$ cat config.mk
export PLATFORM = sky130hd
export DESIGN_NAME = onehot_decoder_seq
export DESIGN_NICKNAME = d
export VERILOG_FILES = /design/src/rtl/onehot_decoder_pkg.sv /design/src/rtl/onehot_idx_fifo.sv /design/src/rtl/onehot_decoder_seq.sv
export SDC_FILE = /design/constraint.sdc
export NUM_CORES = 1
export LEC_CHECK = 0
export ABC_CLOCK_PERIOD_IN_PS = 3000
export BUFFER_PORTS_ARGS = -buffer_cell sky130_fd_sc_hd__buf_2
export CORE_AREA = 2 2 56 45
export CTS_CLUSTER_SIZE = 8
export DETAILED_ROUTE_END_ITERATION = 8
export DIE_AREA = 0 0 58 47
export PLACE_DENSITY = 0.77
export SYNTH_ARGS = -nofsm -noshare
export SYNTH_HDL_FRONTEND = slang
export SYNTH_SLANG_ARGS = --single-unit
$ cat constraint.sdc
create_clock -name clk -period 3 [get_ports clk]
set_clock_uncertainty 0.2 [all_clocks]
set_input_delay 0.6 -clock clk [delete_from_list [all_inputs] [get_ports clk]]
set_output_delay 0.6 -clock clk [all_outputs]
set_load 0.02 [all_outputs]
$ cat src/rtl/onehot_decoder_pkg.sv
// Shared definitions for the one-hot index decoder sequencer.
// Provides the index/output widths, the FSM state encoding and the
// index-to-one-hot decode helper used by the datapath.
package onehot_decoder_pkg;

    localparam int unsigned IDX_W = 3;
    localparam int unsigned OUT_W = 8;

    typedef enum logic [1:0] {
        IDLE  = 2'd0,
        DRIVE = 2'd1,
        GAP   = 2'd2
    } state_t;

    // Binary index to one-hot vector
    function automatic logic [OUT_W-1:0] decode(input logic [IDX_W-1:0] idx);
        decode = OUT_W'(1) << idx;
    endfunction

endpackage

$ cat src/rtl/onehot_idx_fifo.sv
// Two-entry index buffer sitting in front of the decoder FSM.
// Only compiled when ONEHOT_DECODER_FIFO_EN is defined.
// Ports:
//   clk, rst_n    clock, asynchronous active-low reset
//   push, wr_data write one index (caller guarantees not full)
//   pop           drop the head entry (caller guarantees not empty)
//   rd_data_c     head entry, combinational read
//   level         registered occupancy 0..2
//   level_nx_c    occupancy after this cycle's push/pop
`ifdef ONEHOT_DECODER_FIFO_EN
module onehot_idx_fifo
    import onehot_decoder_pkg::*;
(
    input  logic             clk,
    input  logic             rst_n,
    input  logic             push,
    input  logic [IDX_W-1:0] wr_data,
    input  logic             pop,
    output logic [IDX_W-1:0] rd_data_c,
    output logic [1:0]       level,
    output logic [1:0]       level_nx_c
);

    logic [IDX_W-1:0] mem [2];
    logic             wr_ptr;
    logic             rd_ptr;

    assign level_nx_c = level + 2'(push) - 2'(pop);
    assign rd_data_c  = mem[rd_ptr];

    // Storage, pointers and occupancy
    always_ff @(posedge clk or negedge rst_n) begin
        if (!rst_n) begin
            mem[0] <= '0;
            mem[1] <= '0;
            wr_ptr <= 1'b0;
            rd_ptr <= 1'b0;
            level  <= 2'd0;
        end else begin
            if (push) begin
                mem[wr_ptr] <= wr_data;
                wr_ptr      <= ~wr_ptr;
            end
            if (pop) begin
                rd_ptr <= ~rd_ptr;
            end
            level <= level_nx_c;
        end
    end

endmodule
`endif

$ cat src/rtl/onehot_decoder_seq.sv
// Sequenced one-hot decoder: each accepted 3-bit index is driven on
// 'onehot' as a single set bit for HOLD_CYCLES cycles, followed by
// GAP_CYCLES zero cycles and one IDLE cycle before the next index.
// Optional feature macro: ONEHOT_DECODER_FIFO_EN adds a 2-entry input
// buffer (onehot_idx_fifo); without it only one index is in flight.
// Ports:
//   clk, rst_n  clock, asynchronous active-low reset
//   in_valid    index offered
//   in_ready    index can be accepted (registered)
//   in_idx      encoded index 0..7
//   onehot      registered decoded output, zero outside DRIVE
//   busy        FSM not idle or buffer non-empty
//   done        pulse on the last DRIVE cycle
module onehot_decoder_seq
    import onehot_decoder_pkg::*;
#(
    parameter int unsigned HOLD_CYCLES = 4,
    parameter int unsigned GAP_CYCLES  = 1
) (
    input  logic             clk,
    input  logic             rst_n,
    input  logic             in_valid,
    output logic             in_ready,
    input  logic [IDX_W-1:0] in_idx,
    output logic [OUT_W-1:0] onehot,
    output logic             busy,
    output logic             done
);

    localparam int unsigned HCNT_W = $clog2(HOLD_CYCLES + 1);
    localparam int unsigned GCNT_W = (GAP_CYCLES > 0) ? $clog2(GAP_CYCLES + 1) : 1;

    state_t            state;
    state_t            state_nx;
    logic [HCNT_W-1:0] hcnt;
    logic [HCNT_W-1:0] hcnt_nx;
    logic [GCNT_W-1:0] gcnt;
    logic [GCNT_W-1:0] gcnt_nx;
    logic [IDX_W-1:0]  idx_q;
    logic [IDX_W-1:0]  idx_nx;

    logic              accept;
    logic              bypass;
    logic              buf_empty;
    logic [IDX_W-1:0]  buf_idx;
    logic              buf_busy_nx;
    logic              ready_nx;

    logic [OUT_W-1:0]  onehot_d;
    logic              done_d;
    logic              busy_d;

    assign accept = in_valid && in_ready;

`ifdef ONEHOT_DECODER_FIFO_EN
    logic       push;
    logic       pop;
    logic [1:0] level;
    logic [1:0] level_nx;

    // Bypass only when nothing is queued, so acceptance order is preserved
    assign buf_empty   = (level == 2'd0);
    assign bypass      = (state == IDLE) && buf_empty && accept;
    assign pop         = (state == IDLE) && !buf_empty;
    assign push        = accept && !bypass;
    assign buf_busy_nx = (level_nx != 2'd0);
    // Ready reflects occupancy only; a pop in the same cycle does not free a slot early
    assign ready_nx    = (level_nx != 2'd2);

    onehot_idx_fifo u_fifo (
        .clk        (clk),
        .rst_n      (rst_n),
        .push       (push),
        .wr_data    (in_idx),
        .pop        (pop),
        .rd_data_c  (buf_idx),
        .level      (level),
        .level_nx_c (level_nx)
    );
`else
    assign buf_empty   = 1'b1;
    assign buf_idx     = '0;
    assign bypass      = accept;
    assign buf_busy_nx = 1'b0;
    assign ready_nx    = (state_nx == IDLE);
`endif

    // State, counters, held index and registered outputs
    always_ff @(posedge clk or negedge rst_n) begin
        if (!rst_n) begin
            state    <= IDLE;
            hcnt     <= '0;
            gcnt     <= '0;
            idx_q    <= '0;
            onehot   <= '0;
            done     <= 1'b0;
            busy     <= 1'b0;
            in_ready <= 1'b0;
        end else begin
            state    <= state_nx;
            hcnt     <= hcnt_nx;
            gcnt     <= gcnt_nx;
            idx_q    <= idx_nx;
            onehot   <= onehot_d;
            done     <= done_d;
            busy     <= busy_d;
            in_ready <= ready_nx;
        end
    end

    // Next-state: load in IDLE, count down HOLD in DRIVE, count down GAP
    always_comb begin
        state_nx = state;
        hcnt_nx  = hcnt;
        gcnt_nx  = gcnt;
        idx_nx   = idx_q;
        unique case (state)
            IDLE: begin
                if (!buf_empty) begin
                    idx_nx   = buf_idx;
                    hcnt_nx  = HCNT_W'(HOLD_CYCLES);
                    state_nx = DRIVE;
                end else if (bypass) begin
                    idx_nx   = in_idx;
                    hcnt_nx  = HCNT_W'(HOLD_CYCLES);
                    state_nx = DRIVE;
                end
            end
            DRIVE: begin
                if (hcnt == HCNT_W'(1)) begin
                    hcnt_nx = '0;
                    if (GAP_CYCLES > 0) begin
                        gcnt_nx  = GCNT_W'(GAP_CYCLES);
                        state_nx = GAP;
                    end else begin
                        state_nx = IDLE;
                    end
                end else begin
                    hcnt_nx = hcnt - HCNT_W'(1);
                end
            end
            GAP: begin
                if (gcnt == GCNT_W'(1)) begin
                    gcnt_nx  = '0;
                    state_nx = IDLE;
                end else begin
                    gcnt_nx = gcnt - GCNT_W'(1);
                end
            end
            default: begin
                state_nx = IDLE;
            end
        endcase
    end

    // Output values for the next cycle, derived from the next state
    always_comb begin
        onehot_d = '0;
        done_d   = 1'b0;
        busy_d   = buf_busy_nx;
        if (state_nx == DRIVE) begin
            onehot_d = decode(idx_nx);
            done_d   = (hcnt_nx == HCNT_W'(1));
        end
        if (state_nx != IDLE) begin
            busy_d = 1'b1;
        end
    end

endmodule

==> impl_metrics.ini <==
[power]
vdd_drop_max_v = 0.000571
power_density_nw_per_um2 = 1040
total_power_mw = 1.10
p_leak_nw = 0.493

[timing]
drv_slew = 0
min_period_ps = 1770
finalSetupViolCount = 0
post-route-period-util_pct = 58.8
holdWs_ps = 16.0
tightest_slew_ps = 522
rsz0062_at_grt = no
max_slew_margin_pct = 65.1
fmax_mhz = 567
hold_viol_final = 0
setup_tns_ps = 0

[setup_path]
worstRegToRegCells = 2
startpoint_type = flip-flop
cp.arrival_ps = 1760
timing.reg2reg.setup_slack_ps = 1230
critPathKind = reg -> reg
crit_start = state[1]$_DFF_PN0_
r2r_start = state[1]$_DFF_PN0_
crit_path_end_kind = flip-flop
cp.required_ps = 3000
critPathCapture = idx_q[0]$_DFF_PN0_
r2r-end = idx_q[0]$_DFF_PN0_
critPathMaxFanout = 10

[final_layout]
insertedDiodeCount = 0
seq_area_um2 = 500
multi_input_area_um2 = 390
fillers = 205
final_net_count = 110
layout_commonest_cell = dfrtp_1
syn_to_final_growth_pct = 12.9
layout-drive-gt1-share_pct = 28.7
layout_common_cells = 20 x dfrtp_1, 16 x buf_2, 8 x o21ai_0

[routing]
wl_met1_um = 746
wl_per_cell_um = 13.1
top_layer = met4
post-route-drc-count = 0
met3_length_um = 94
drt_iter0_drc = 15
totalWireLength_um = 1650
dr.pass1.iters = 4
wl_met2_um = 778
num_vias = 695
antenna_left = 0
viasPerCell = 5.52

[logic_synthesis]
yosysTopAreaCellShare_pct = 53.3
synth_seq_cells = 20
synth.distinct_cells = 29
yosys_warnings = 0
synthCells = 84
ys_seq_area_share_pct = 53.3
syn-num-nets = 92
syn_area_per_cell_um2 = 11.2
syn-cell-area_um2 = 940
synth_area_leader_cell = dfrtp_1
synth_area_leaders = dfrtp_1 53%, o21ai_0 4.3%, o22ai_1 4.0%

[floorplan]
fp.dieArea_um2 = 2730
core_um2 = 2180
row_count = 15
io_pins = 17
initial_core_util_pct = 43.2
die_h_um = 47
die_x_um = 58

[global_route]
antenna_found_initial = 0
grt-ovfl-total = 0
grt_max_degree = 21
grt_pass1_wl_um = 2760
track_usage_pct = 13.7
grt_pass1_vias = 627

[clock_network]
clockBufferDepth = 2
postCtsHoldBufs = 0
cts_max_level = 1
cts_tree = built
clk_latency_ps = 300
cts-root-buf = clkbuf_4
numCtsBuffers = 3
clkTransAtPathRegs_ps = 100
cts.sinks = 20
cts_resized = 0
postCtsSetupBuffers = 0

[place]
io_buffers = 16
place.gp.congestion = 0.809
post-dp-hpwl_um = 1260

[run]
maxCapViolCount = 0

[hold_path]
hp-class = in -> async

[run_status]
outcome = completed
## per-layer routing
metal	vias to the layer above	track usage, %
met5	-	0
met4	0	5.58
met3	4	3.86
met2	18	22.3
met1	337	17.8
li1	336	-
## layout make-up
cell class                      count  share of cell area (%)
Tap cell                           25                    2.95
Sequential cell                    20                    47.2
Timing Repair Buffer               16                    7.55
Inverter                            6                    2.12
Multi-Input combinational cell     55                    36.8
Clock buffer                        4                    3.42
## kinds of logic (layout without fill, tap and decap cells)
logic type,count (synthesis),count (layout),synth area share [%]
and+or+nand+nor,24,24,17.7
AOI/OAI and AO/OA,27,27,18.8
muxes,2,2,2.40
buffers and inverters,9,26,5.19
DFF,20,20,53.3
adders and majority gates,2,2,2.66
## worst max-delay path, cell delays in order (launching register included)
cell and delay (ps):
dfrtp_1 500, nor4bb_4 570, mux2_2 390
## worst min path at each step
stage                           start                 to  slack [ps]  depth (start not counted)
floorplan                       rst_n     busy$_DFF_PN0_         100                          0
global placement    hcnt[1]$_DFF_PN0_  hcnt[1]$_DFF_PN0_         300                          2
detailed placement  hcnt[1]$_DFF_PN0_  hcnt[1]$_DFF_PN0_         310                          2
CTS                             rst_n   gcnt$_DFFE_PN0P_          30                          1
global route                    rst_n  hcnt[0]$_DFF_PN0_          40                          1
finish                          rst_n  hcnt[1]$_DFF_PN0_          20                          1
## Yosys cell counts (all sizes together)
cell / number
ha: 2
nand2: 7
or3: 1
inv: 6
o21ai: 8
mux2: 2
buf: 2
a21oi: 5
clkbuf: 1
nand3: 4
or3b: 1
nor2: 2
nor4bb: 1
o32ai: 1
a2bb2oi: 1
a31oi: 2
o22ai: 6
o211ai: 2
nand3b: 2
a22oi: 1
nor4b: 1
o21a: 1
dfrtp: 20
and2b: 1
nor2b: 1
nand2b: 3
## flip-flops by register name (all words and copies together), names as in the netlist
name      count
busy          1
idx_q         3
gcnt          1
done          1
in_ready      1
state         2
hcnt          3
onehot        8
## stage by stage
step	util (%)	setup slack, ps	cells	instance area, um2
finish	48.7	1230	126	1060
global route	48.7	1100	126	1060
detailed placement	47.1	1120	122	1020
global placement	47.1	1150	122	1020
floorplan	-	1410	84	940
CTS	48.7	1230	126	1060
## power by group
| part | switching, mW | internal, mW |
|---|---|---|
| combinational | 0.283 | 0.203 |
| sequential | 0.0909 | 0.374 |
| clock | 0.0774 | 0.0741 |
| total | 0.452 | 0.651 |
No activity file was read; power rests on OpenSTA's default activity.
